$ cat config.mk
export PLATFORM = sky130hd
export DESIGN_NAME = peripheral_bus_arbiter
export DESIGN_NICKNAME = d
export VERILOG_FILES = /design/src/rtl/peripheral_bus_arbiter.sv
export SDC_FILE = /design/constraint.sdc
export NUM_CORES = 1
export LEC_CHECK = 0
export CAP_MARGIN = 20
export CORE_ASPECT_RATIO = 2
export CORE_MARGIN = 2
export CORE_UTILIZATION = 25
export CTS_CLUSTER_SIZE = 20
export DETAILED_ROUTE_END_ITERATION = 10
export HOLD_SLACK_MARGIN = 0.03
export MAX_ROUTING_LAYER = met4
export SYNTH_ARGS = -nofsm -noshare
export SYNTH_HDL_FRONTEND = slang
export SYNTH_SLANG_ARGS = --single-unit
$ cat constraint.sdc
create_clock -name clk -period 4.1 [get_ports clk]
set_input_delay 0.615 -clock clk [delete_from_list [all_inputs] [get_ports clk]]
set_output_delay 0.615 -clock clk [all_outputs]
set_load 0.01 [all_outputs]
$ cat src/rtl/peripheral_bus_arbiter.sv
// Two-master req/ack arbiter and sequencer in front of the peripherals port.
// Optional access counters are built when PERIPH_ARB_STATS_EN is defined.
module peripheral_bus_arbiter #(
  parameter int ADDR_WIDTH   = 31,
  parameter int DATA_WIDTH   = 32,
  parameter int READ_LATENCY = 1
) (
  input  logic                  clk,
  input  logic                  reset,
  input  logic                  m0Req,
  input  logic                  m0Write,
  input  logic [ADDR_WIDTH-1:0] m0Address,
  input  logic [DATA_WIDTH-1:0] m0DataIn,
  output logic [DATA_WIDTH-1:0] m0DataOut,
  output logic                  m0Ack,
  input  logic                  m1Req,
  input  logic                  m1Write,
  input  logic [ADDR_WIDTH-1:0] m1Address,
  input  logic [DATA_WIDTH-1:0] m1DataIn,
  output logic [DATA_WIDTH-1:0] m1DataOut,
  output logic                  m1Ack,
  output logic                  periphReadEnable,
  output logic                  periphWriteEnable,
  output logic [ADDR_WIDTH-1:0] periphAddress,
  output logic [DATA_WIDTH-1:0] periphDataIn,
  input  logic [DATA_WIDTH-1:0] periphDataOut
`ifdef PERIPH_ARB_STATS_EN
  ,
  output logic [15:0]           m0AccessCount,
  output logic [15:0]           m1AccessCount
`endif
);

  typedef enum logic [1:0] {S_IDLE, S_ISSUE, S_WAIT, S_ACK} state_t;

  localparam logic [1:0] LATENCY = 2'(READ_LATENCY);

  state_t                state, next_state;
  logic                  grant;       // 0 = master 0, 1 = master 1
  logic                  last_grant;
  logic                  pick;
  logic                  any_req;
  logic                  ack;
  logic                  lat_write;
  logic [ADDR_WIDTH-1:0] lat_addr;
  logic [DATA_WIDTH-1:0] lat_data;
  logic [1:0]            cnt;

  // On a tie the master that was not served last wins.
  assign any_req = m0Req | m1Req;
  assign pick    = (m0Req && m1Req) ? ~last_grant : m1Req;

  // NOTE: sequential state uses non-blocking (<=) so every register samples
  // pre-edge values; blocking here would create order-dependent races.
  always_ff @(posedge clk or posedge reset) begin
    if (reset) state <= S_IDLE;
    else       state <= next_state;
  end

  // NOTE: every output of this block gets a default first, so no path
  // leaves a signal unassigned and no latch is inferred.
  always_comb begin
    next_state        = state;
    periphReadEnable  = 1'b0;
    periphWriteEnable = 1'b0;
    ack               = 1'b0;
    unique case (state)
      S_IDLE:  if (any_req) next_state = S_ISSUE;
      S_ISSUE: begin
        periphWriteEnable = lat_write;
        periphReadEnable  = ~lat_write;
        next_state        = lat_write ? S_ACK : S_WAIT;
      end
      S_WAIT:  if (cnt == 2'd1) next_state = S_ACK;
      S_ACK: begin
        ack        = 1'b1;
        next_state = S_IDLE;
      end
    endcase
  end

  assign m0Ack         = ack & ~grant;
  assign m1Ack         = ack & grant;
  assign periphAddress = lat_addr;
  assign periphDataIn  = lat_data;

  always_ff @(posedge clk or posedge reset) begin
    if (reset) begin
      grant      <= 1'b0;
      last_grant <= 1'b1;
      lat_write  <= 1'b0;
      lat_addr   <= '0;
      lat_data   <= '0;
      cnt        <= '0;
      m0DataOut  <= '0;
      m1DataOut  <= '0;
    end else begin
      unique case (state)
        S_IDLE: if (any_req) begin
          grant     <= pick;
          lat_write <= pick ? m1Write   : m0Write;
          lat_addr  <= pick ? m1Address : m0Address;
          lat_data  <= pick ? m1DataIn  : m0DataIn;
        end
        S_ISSUE: cnt <= LATENCY;
        S_WAIT: begin
          cnt <= cnt - 2'd1;
          if (cnt == 2'd1) begin
            if (grant) m1DataOut <= periphDataOut;
            else       m0DataOut <= periphDataOut;
          end
        end
        S_ACK: last_grant <= grant;
      endcase
    end
  end

`ifdef PERIPH_ARB_STATS_EN
  always_ff @(posedge clk or posedge reset) begin
    if (reset) begin
      m0AccessCount <= '0;
      m1AccessCount <= '0;
    end else begin
      if (m0Ack) m0AccessCount <= m0AccessCount + 16'd1;
      if (m1Ack) m1AccessCount <= m1AccessCount + 16'd1;
    end
  end
`else
  // No access counters in this build.
`endif

endmodule

==> impl_metrics.sql, run 1 <==
INSERT INTO impl_metrics (metric_group, metric, value, unit) VALUES
('sta', 'finalCriticalPeriod', '2460', 'ps'),
('critical_path', 'critPathKind', 'flop to flop', ''),
('sta', 'finalSetupTns', '0', 'ps'),
('clock_tree', 'cts.reportedPaths.clkPinSlew', '50', 'ps'),
('floorplanning', 'start_util', '0.255', ''),
('global_route', 'grt_antenna_before_repair', '0', ''),
('yosys', 'average_cell_area_after_synthesis', '11.1', 'um^2'),
('yosys', 'ys.warnings.count', '0', ''),
('cells_and_area', 'final_layout_size_suffix_gt1_frac', '0.0999', ''),
('clock_tree', 'clkLatencyLatePin', '430', 'ps'),
('yosys', 'ys_seq_elements', '134', ''),
('clock_tree', 'clock-sinks', '134', ''),
('cells_and_area', 'postLayoutCoreUtil', '0.425', ''),
('clock_tree', 'cts-resized-gates', '0', ''),
('critical_path', 'critical_path_required', '4400', 'ps'),
('floorplanning', 'floorplan.core_area', '22700', 'um^2'),
('yosys', 'distinct_cells_synth', '28', ''),
('floorplanning', 'placement_rows', '78', ''),
('critical_path', 'crit_fanout', '19', ''),
('clock_tree', 'postCtsHoldBufs', '0', ''),
('clock_tree', 'ctsRootBufferMaster', 'sky130_fd_sc_hd__clkbuf_16', ''),
('route', 'drt_pass1_iterations', '6', ''),
('sta', 'relSlewSlack', '0.341', ''),
('global_route', 'first_global_vias', '5178', ''),
('cells_and_area', 'fillCellCount', '2198', ''),
('hold_path', 'hold_depth', '1', ''),
('sta', 'hold_viol', '0', ''),
('global_route', 'overflow_after_grt', '0', ''),
('cells_and_area', 'seqCellArea', '3350', 'um^2'),
('floorplanning', 'io-pin-count', '295', ''),
('clock_tree', 'cts_buffer_depth', '2', ''),
('sta', 'tightest_slew', '987', 'ps'),
('route', 'drt_iter0_markers', '226', ''),
('floorplanning', 'die_x', '112', 'um'),
('place', 'globalplace.congestion', '0.802', ''),
('clock_tree', 'post_cts.repair.setup_buffers', '0', ''),
('floorplanning', 'fp.dieArea', '24500', 'um^2'),
('sta', 'timing.fmax', '0.406', 'GHz'),
('route', 'detail_routed_net_length_per_standard_cell', '17.8', 'um'),
('hold_path', 'worst_hold_path_type', 'flop to flop', ''),
('clock_tree', 'cts_tree', 'done', ''),
('sta', 'setup-violations-final', '0', ''),
('sta', 'clock_skew', '9.05', 'ps'),
('global_route', 'first_pass_grt_wire_length', '30.0', 'mm'),
('outcome', 'outcome', 'completed', ''),
('route', 'detail-route-antenna-nets', '0', ''),
('sta', 'finalCritPeriodShare', '0.601', ''),
('clock_tree', 'htree_num_levels', '4', ''),
('route', 'detailroute.via_count', '4994', ''),
('cells_and_area', 'most_frequent_cells_in_the_layout', 'sky130_fd_sc_hd__clkdlybuf4s50_1 (294), sky130_fd_sc_hd__dfrtp_1 (133), sky130_fd_sc_hd__a21oi_1 (129)', ''),
('clock_tree', 'cts_bufs_inserted', '17', ''),
('cells_and_area', 'final_common_cell', 'sky130_fd_sc_hd__clkdlybuf4s50_1', ''),
('floorplanning', 'chipHeight', '219', 'um'),
('cells_and_area', 'area_delta_synth_final', '66.9', '%'),
('yosys', 'ys_seq_area_frac', '0.579', ''),
('critical_path', 'critPathCaptureType', 'flop', ''),
('route', 'drcViolationCount', '0', ''),
('yosys', 'synth_cells', '522', ''),
('power_and_ir_drop', 'p_leak', '4.12', 'nW'),
('route', 'post_drt_via_cell_ratio', '4.54', ''),
('place', 'post-dp-hpwl', '14.0', 'mm'),
('critical_path', 'ff2ff_path_depth', '5', ''),
('cells_and_area', 'ant_cells', '0', ''),
('global_route', 'grt_util_all_layers', '0.167', ''),
('critical_path', 'data_arrival_at_the_endpoint_of_the_critical_path', '2760', 'ps'),
('power_and_ir_drop', 'power_density', '793', 'nW/um^2'),
('sta', 'slew_violations', '0', ''),
('route', 'detail_route.wirelength', '19.6', 'mm'),
('run', 'maxCapViolations', '0', ''),
('place', 'io_buffers', '294', ''),
('cells_and_area', 'multiInputGateArea', '2230', 'um^2'),
('yosys', 'synth_fp_nets', '692', ''),
('sta', 'setup_repair_after_global_routing_missed_its_margin', 'no', ''),
('cells_and_area', 'design.final.nets', '979', ''),
('power_and_ir_drop', 'power.ir.vdd_worst', '0.000440', 'V'),
('yosys', 'mappedNetlistArea', '5790', 'um^2'),
('global_route', 'pin_count_of_the_biggest_net_entering_global_routing', '135', ''),
('critical_path', 'setup.worst_path.start_class', 'flop', '');
## cells by family (layout without fill, tap and decap cells)
group	count (synthesis)	in the layout	synth area share
muxes	66	66	0.148
buffers and inverters	38	337	0.0387
and+or+nand+nor	140	140	0.0975
AOI/OAI and AO/OA	138	138	0.124
DFF	134	134	0.579
adders and majority gates	6	6	0.0130
## through the flow
| step | instance area [um^2] | worst slack (ps) | instances | hold WS, ps | total power, mW |
|---|---|---|---|---|---|
| floorplan | 5790 | 1820 | 522 | 492 | 4.08 |
| global placement | 9000 | 1450 | 1070 | 473 | 5.94 |
| detailed placement | 9000 | 1410 | 1070 | 481 | 5.99 |
| CTS | 9660 | 1580 | 1101 | 494 | 7.78 |
| global route | 9660 | 1440 | 1101 | 504 | 8.13 |
| finish | 9660 | 1640 | 1101 | 490 | 7.66 |
## path summary, 6_finish.rpt
check                               from                 to  slack, ps
hold reg to reg            m0DataOut[10]      m0DataOut[10]        490
min in group asynchronous          reset  periphAddress[18]        670
max in group asynchronous          reset       m1DataOut[1]       2690
setup reg to reg                state[0]      m1DataOut[10]       1640
hold / removal             m0DataOut[10]      m0DataOut[10]        490
setup / recovery                state[0]      m1DataOut[10]       1640
## worst max-delay path, cell delays in order (launching register included)
cell,delay [ps]
sky130_fd_sc_hd__dfrtp_1,410
sky130_fd_sc_hd__inv_1,130
sky130_fd_sc_hd__ha_1,300
sky130_fd_sc_hd__nand3_2,650
sky130_fd_sc_hd__buf_4,500
sky130_fd_sc_hd__mux2_4,330
## cell usage after synthesis
cell / n / share of area
sky130_fd_sc_hd__dfstp_2: 1 / 0.0045
sky130_fd_sc_hd__buf_6: 3 / 0.0058
sky130_fd_sc_hd__ha_1: 6 / 0.013
sky130_fd_sc_hd__dfrtp_1: 133 / 0.57
sky130_fd_sc_hd__nor2b_1: 3 / 0.0032
sky130_fd_sc_hd__a22o_1: 1 / 0.0015
sky130_fd_sc_hd__a21oi_1: 129 / 0.11
sky130_fd_sc_hd__nand3b_4: 1 / 0.0035
sky130_fd_sc_hd__a21boi_2: 1 / 0.0019
sky130_fd_sc_hd__a2bb2oi_1: 1 / 0.0015
sky130_fd_sc_hd__nand3_2: 1 / 0.0017
sky130_fd_sc_hd__o21ai_0: 1 / 0.00086
sky130_fd_sc_hd__buf_4: 9 / 0.012
sky130_fd_sc_hd__mux2_1: 30 / 0.058
sky130_fd_sc_hd__a21bo_2: 1 / 0.0017
sky130_fd_sc_hd__nor2_1: 66 / 0.043
sky130_fd_sc_hd__nand2_1: 64 / 0.041
sky130_fd_sc_hd__inv_1: 4 / 0.0026
sky130_fd_sc_hd__a211oi_1: 1 / 0.0013
sky130_fd_sc_hd__nand3_1: 2 / 0.0017
sky130_fd_sc_hd__buf_2: 20 / 0.017
sky130_fd_sc_hd__nor3_1: 1 / 0.00086
sky130_fd_sc_hd__and2_1: 2 / 0.0022
sky130_fd_sc_hd__mux2_4: 30 / 0.078
sky130_fd_sc_hd__o21a_1: 2 / 0.0026
sky130_fd_sc_hd__o21ai_1: 1 / 0.00086
sky130_fd_sc_hd__mux2_2: 6 / 0.012
sky130_fd_sc_hd__clkbuf_1: 2 / 0.0013
## state kept, by name, summed over array words and instances (netlist names)
signal         cells
last_grant         1
state              2
periphAddress     31
m0DataOut         32
periphDataIn      32
cnt                2
m1DataOut         32
grant              1
lat_write          1
## final cells by class
class | count | area share
clock buffer | 23 | 0.0515
clock inverter | 8 | 0.0174
inverter | 4 | 0.00194
multi-input combinational | 350 | 0.231
sequential | 134 | 0.347
tap | 280 | 0.0363
timing repair buffer | 302 | 0.315
## report_power, final
part	internal, mW	switching (mW)
registers	2.01	0.380
logic	2.01	1.52
clock network	1.16	0.579
## per-layer routing
metal,GRT usage,share of wire,vias to the layer above
li1,-,-,2347
met1,0.176,0.36,2387
met2,0.293,0.55,224
met3,0.0395,0.049,36
met4,0.0823,0.035,0
met5,-,0,-
Note: power is estimated with default switching activity, not from simulation.
==> run 2, diff against run 1 <==
==> constraint.sdc (replaced) <==
create_clock -name clk -period 2.5 [get_ports clk]
set_input_delay 0.375 -clock clk [delete_from_list [all_inputs] [get_ports clk]]
set_output_delay 0.375 -clock clk [all_outputs]
set_load 0.01 [all_outputs]
==> impl_metrics.sql, run 2 (synthesis gave the netlist of run 1 again) <==
INSERT INTO impl_metrics (metric_group, metric, value, unit) VALUES
('cells_and_area', 'postLayoutCoreUtil', '0.424', ''),
('clock_tree', 'cts.reportedPaths.clkPinSlew', '60', 'ps'),
('clock_tree', 'postCtsHoldBufs', '0', ''),
('critical_path', 'data_arrival_at_the_endpoint_of_the_critical_path', '1840', 'ps'),
('critical_path', 'worstReg2RegStart', 'state[0]', ''),
('sta', 'setup-violations-final', '0', ''),
('cells_and_area', 'design.final.nets', '979', ''),
('place', 'placedCellCount', '1070', ''),
('run', 'maxCapViolations', '0', ''),
('critical_path', 'critical_path_required', '2120', 'ps'),
('floorplanning', 'io-pin-count', '295', ''),
('clock_tree', 'cts_buffer_depth', '2', ''),
('global_route', 'pin_count_of_the_biggest_net_entering_global_routing', '70', ''),
('floorplanning', 'fp.dieArea', '24500', 'um^2'),
('clock_tree', 'clock-sinks', '134', ''),
('cells_and_area', 'final_common_cell', 'sky130_fd_sc_hd__clkdlybuf4s50_1', ''),
('global_route', 'grt_antenna_before_repair', '0', ''),
('cells_and_area', 'most_frequent_cells_in_the_layout', 'sky130_fd_sc_hd__clkdlybuf4s50_1 (294), sky130_fd_sc_hd__dfrtp_1 (133), sky130_fd_sc_hd__a21oi_1 (129)', ''),
('route', 'detail_routed_net_length_per_standard_cell', '17.3', 'um'),
('sta', 'tightest_slew', '479', 'ps'),
('place', 'globalplace.congestion', '0.824', ''),
('sta', 'slew_violations', '0', ''),
('cells_and_area', 'ant_cells', '0', ''),
('cells_and_area', 'final_layout_size_suffix_gt1_frac', '0.0962', ''),
('global_route', 'first_global_vias', '5226', ''),
('clock_tree', 'clkLatencyLatePin', '430', 'ps'),
('power_and_ir_drop', 'p_leak', '4.09', 'nW'),
('cells_and_area', 'fillCellCount', '2258', ''),
('route', 'detail_route.wirelength', '19.0', 'mm'),
('power_and_ir_drop', 'power_density', '1270', 'nW/um^2'),
('floorplanning', 'placement_rows', '78', ''),
('hold_path', 'worst_hold_path_type', 'input pin to async pin', ''),
('critical_path', 'critPathCaptureType', 'primary output', ''),
('critical_path', 'critPathKind', 'flop to primary output', ''),
('floorplanning', 'die_x', '112', 'um'),
('sta', 'hold_viol', '0', ''),
('clock_tree', 'cts-resized-gates', '0', ''),
('critical_path', 'crit_fanout', '5', ''),
('critical_path', 'timing.rr.end', 'm0DataOut[26]', ''),
('critical_path', 'reg2reg_setup_slack', '660', 'ps'),
('sta', 'clock_skew', '8.86', 'ps'),
('clock_tree', 'cts_bufs_inserted', '17', ''),
('clock_tree', 'post_cts.repair.setup_buffers', '0', ''),
('sta', 'finalCriticalPeriod', '2220', 'ps'),
('clock_tree', 'htree_num_levels', '4', ''),
('floorplanning', 'floorplan.core_area', '22700', 'um^2'),
('clock_tree', 'cts_tree', 'done', ''),
('global_route', 'overflow_after_grt', '0', ''),
('sta', 'finalSetupTns', '0', 'ps'),
('route', 'drt_iter0_markers', '212', ''),
('place', 'io_buffers', '294', ''),
('sta', 'relSlewSlack', '0.681', ''),
('route', 'detail-route-antenna-nets', '0', ''),
('cells_and_area', 'area_delta_synth_final', '66.4', '%'),
('floorplanning', 'chipHeight', '219', 'um'),
('floorplanning', 'start_util', '0.255', ''),
('power_and_ir_drop', 'power.ir.vdd_worst', '0.000599', 'V'),
('route', 'drt_pass1_iterations', '4', ''),
('global_route', 'grt_util_all_layers', '0.164', ''),
('global_route', 'first_pass_grt_wire_length', '29.6', 'mm'),
('outcome', 'outcome', 'completed', ''),
('critical_path', 'ff2ff_path_depth', '5', ''),
('sta', 'setup_repair_after_global_routing_missed_its_margin', 'no', ''),
('critical_path', 'setup.worst_path.start_class', 'flop', ''),
('cells_and_area', 'multiInputGateArea', '2230', 'um^2'),
('clock_tree', 'ctsRootBufferMaster', 'sky130_fd_sc_hd__clkbuf_16', ''),
('route', 'detailroute.via_count', '4981', ''),
('route', 'post_drt_via_cell_ratio', '4.52', ''),
('sta', 'finalCritPeriodShare', '0.887', ''),
('cells_and_area', 'seqCellArea', '3350', 'um^2'),
('sta', 'timing.fmax', '0.451', 'GHz'),
('place', 'post-dp-hpwl', '13.6', 'mm'),
('route', 'drcViolationCount', '0', ''),
('cells_and_area', 'layout.cells.non_filler', '1101', '');
==> run 2: changes by cell type in the layout (fill, tap and decap cells not counted) <==
cell / before / now
sky130_fd_sc_hd__clkinvlp_4: 2 / 3
sky130_fd_sc_hd__bufinv_16: 5 / 3
sky130_fd_sc_hd__clkbuf_1: 1 / 4
sky130_fd_sc_hd__clkbuf_8: 5 / 2
sky130_fd_sc_hd__buf_4: 5 / 1
sky130_fd_sc_hd__clkinv_4: 0 / 1
sky130_fd_sc_hd__buf_12: 3 / 7
==> run 2: area by class of cell <==
| cell class | count | share of cell area |
|---|---|---|
| Sequential cell | 134 | 0.348 |
| Timing Repair Buffer | 302 | 0.321 |
| Multi-Input combinational cell | 350 | 0.232 |
| Clock buffer | 23 | 0.0486 |
| Tap cell | 280 | 0.0363 |
| Clock inverter | 8 | 0.0129 |
| Inverter | 4 | 0.00195 |
==> run 2: layer usage <==
layer	up-vias	GRT usage	share of wire	wire length (um)
met4	0	0.0761	0.032	612
met3	28	0.0439	0.044	833
met5	-	-	0	0
met1	2424	0.168	0.36	6760
li1	2342	-	-	-
met2	187	0.292	0.57	10800
==> run 2: worst max path at each step <==
stage / from / end / slack [ps] / cells after the start
6_report: state[1] / periphWriteEnable / 280 / 4
5_1_grt: state[1] / periphWriteEnable / 150 / 4
4_1_cts: state[1] / periphWriteEnable / 230 / 4
3_5_place_dp: m1Req / periphAddress[25] / 590 / 5
3_3_place_gp: state[0] / m0DataOut[27] / 650 / 5
2_1_floorplan: reset / cnt[0] / 460 / 1
==> run 2: stage by stage <==
stage / hold WS (ps) / total power [mW] / instance area [um^2] / setup WS [ps]
3_3_place_gp: 473 / 9.73 / 9050 / 650
5_1_grt: 443 / 13.1 / 9640 / 150
2_1_floorplan: 492 / 6.69 / 5790 / 461
6_report: 420 / 12.3 / 9640 / 283
3_5_place_dp: 484 / 9.83 / 9050 / 589
4_1_cts: 426 / 12.5 / 9640 / 235
==> run 2: critical path, cell delays in order (launching register included) <==
cell                              delay [ps]
sky130_fd_sc_hd__dfrtp_1                 420
sky130_fd_sc_hd__inv_1                   120
sky130_fd_sc_hd__ha_1                    170
sky130_fd_sc_hd__and2_1                  150
sky130_fd_sc_hd__clkdlybuf4s50_1         560
==> run 2: power by group <==
part / switching, mW / internal (mW) / total [mW]
clock: 0.946 / 1.61 / 2.56
sequential: 0.615 / 3.30 / 3.92
combinational: 2.48 / 3.32 / 5.79
total: 4.04 / 8.23 / 12.3
==> patch: new RTL, settings of run 2 <==
Re-encode `state_t` (4 states) as one-hot, 4 bits wide.
--- a/src/rtl/peripheral_bus_arbiter.sv
+++ b/src/rtl/peripheral_bus_arbiter.sv
@@ -31,7 +31,7 @@
 `endif
 );
 
-  typedef enum logic [1:0] {S_IDLE, S_ISSUE, S_WAIT, S_ACK} state_t;
+  typedef enum logic [3:0] {S_IDLE = 4'b0001, S_ISSUE = 4'b0010, S_WAIT = 4'b0100, S_ACK = 4'b1000} state_t;
 
   localparam logic [1:0] LATENCY = 2'(READ_LATENCY);
 
Function: same outputs for any inputs over 4 cycles, from zero or initial values and one cycle with reset high; so few cycles prove little.
==> patch against run 2 <==
Sequential cell count increased by 2. Total power shrank 7.3%. Setup slack lost 0.10 ns. Via count decreased by 1.0%. Area after synthesis grew 6.6%. Sequential power fell by 4%. Largest cell class unchanged. Wire length grew 2.4%. Design area up 5.2%. Combinational power shrank 17%.
==> patch: results (changes against run 2) <==
Logic synthesis
  • Multiplexer share of the synthesized area: 0.119 (-0.0293)
  • Post-synth cell types: 32 (+14%)
  • Share of synthesized area occupied by flip-flops and latches: 0.552 (-0.0277)
  • Arithmetic-cell share of the synthesized area counting full adders, half adders and majority gates: 0.00203 (-0.0109)
  • Synth Area per Inst: 14.6 µm² (+32%)
  • Main combinational cell family by area after synthesis: compound AO/OA/AOI/OAI gates

Worst setup path
  • RR Endpoint: m1DataOut[3]
  • Largest fanout of any net on the critical path: 13 (+8)
  • Number of cells on the worst reg-to-reg path: 4 (-1)
  • Register-to-Register Setup Slack: 0.57 ns (-0.09 ns)

Power
  • Standby leakage power: 3.88 nW (-5.2%)
  • Switching portion of total power: 0.300 (-0.0286)
  • Peak supply drop: 0.510 mV (-15%)
  • Portion of total power attributed to sequential cells: 0.330 (+0.011)

Route
  • Total number of vias: 4930 (-1.0%)
  • Wire length on met3: 1240 µm (+49%)
  • Wirelength, routed: 19500 µm (+2.4%)
  • Detailed route wirelength on metal2: 10500 µm (-2.7%)

Timing
  • Transition at the pin with the smallest max-transition slack: 0.559 ns (+0.0807 ns)
  • Clock Skew: 0.0116 ns (+0.00270 ns)

GRT
  • GR Util met3: 0.0398 (-0.00408)
  • Vias in the first global route: 5241 (+0.29%)
  • Met1 Use GR: 0.162 (-0.00582)
  • GRT Total Usage: 0.155 (-0.00882)
  • Wire length of the first global-routing pass: 29300 µm (-0.84%)
  • Met2 Use GR: 0.272 (-0.0200)

Final layout
  • Fraction of layout instances using a drive strength above 1: 0.256 (+0.159)
  • Final #Nets: 870 (-11%)

Placed design
  • Routability Congestion: 0.783 (-5.0%)
  • HPWL after DPL: 14100 µm (+4.1%)

Status
  • Run status: finished, final reports clean
==> patch: critical path: cells and delay by family (launching register included) <==
kind	cells	cell delay, ns
buffers and inverters	1	0.58
flip-flops	1	0.49
AND/OR/NAND/NOR	2	0.44
==> patch: stage by stage <==
stage          hold WS, ns  cell area [µm²]  total power, W  worst slack, ns  utilization
6_report             0.397            10100          0.0114            0.182        0.417
5_1_grt              0.423            10100          0.0120         0.000174        0.417
4_1_cts              0.402            10100          0.0116           0.0120        0.417
3_5_place_dp         0.492             9480         0.00870            0.430        0.390
3_3_place_gp         0.486             9480         0.00864            0.465        0.390
2_1_floorplan        0.501             6180         0.00606            0.433            -
==> patch: cell type report <==
cell class / count / area (µm²)
fill: 2281 / 14200
sequential: 136 / 3410
timing repair buffer: 308 / 3160
multi-input combinational: 235 / 2520
clock buffer: 19 / 453
tap: 290 / 363
clock inverter: 11 / 196
inverter: 7 / 30.0
antenna: 1 / 2.50
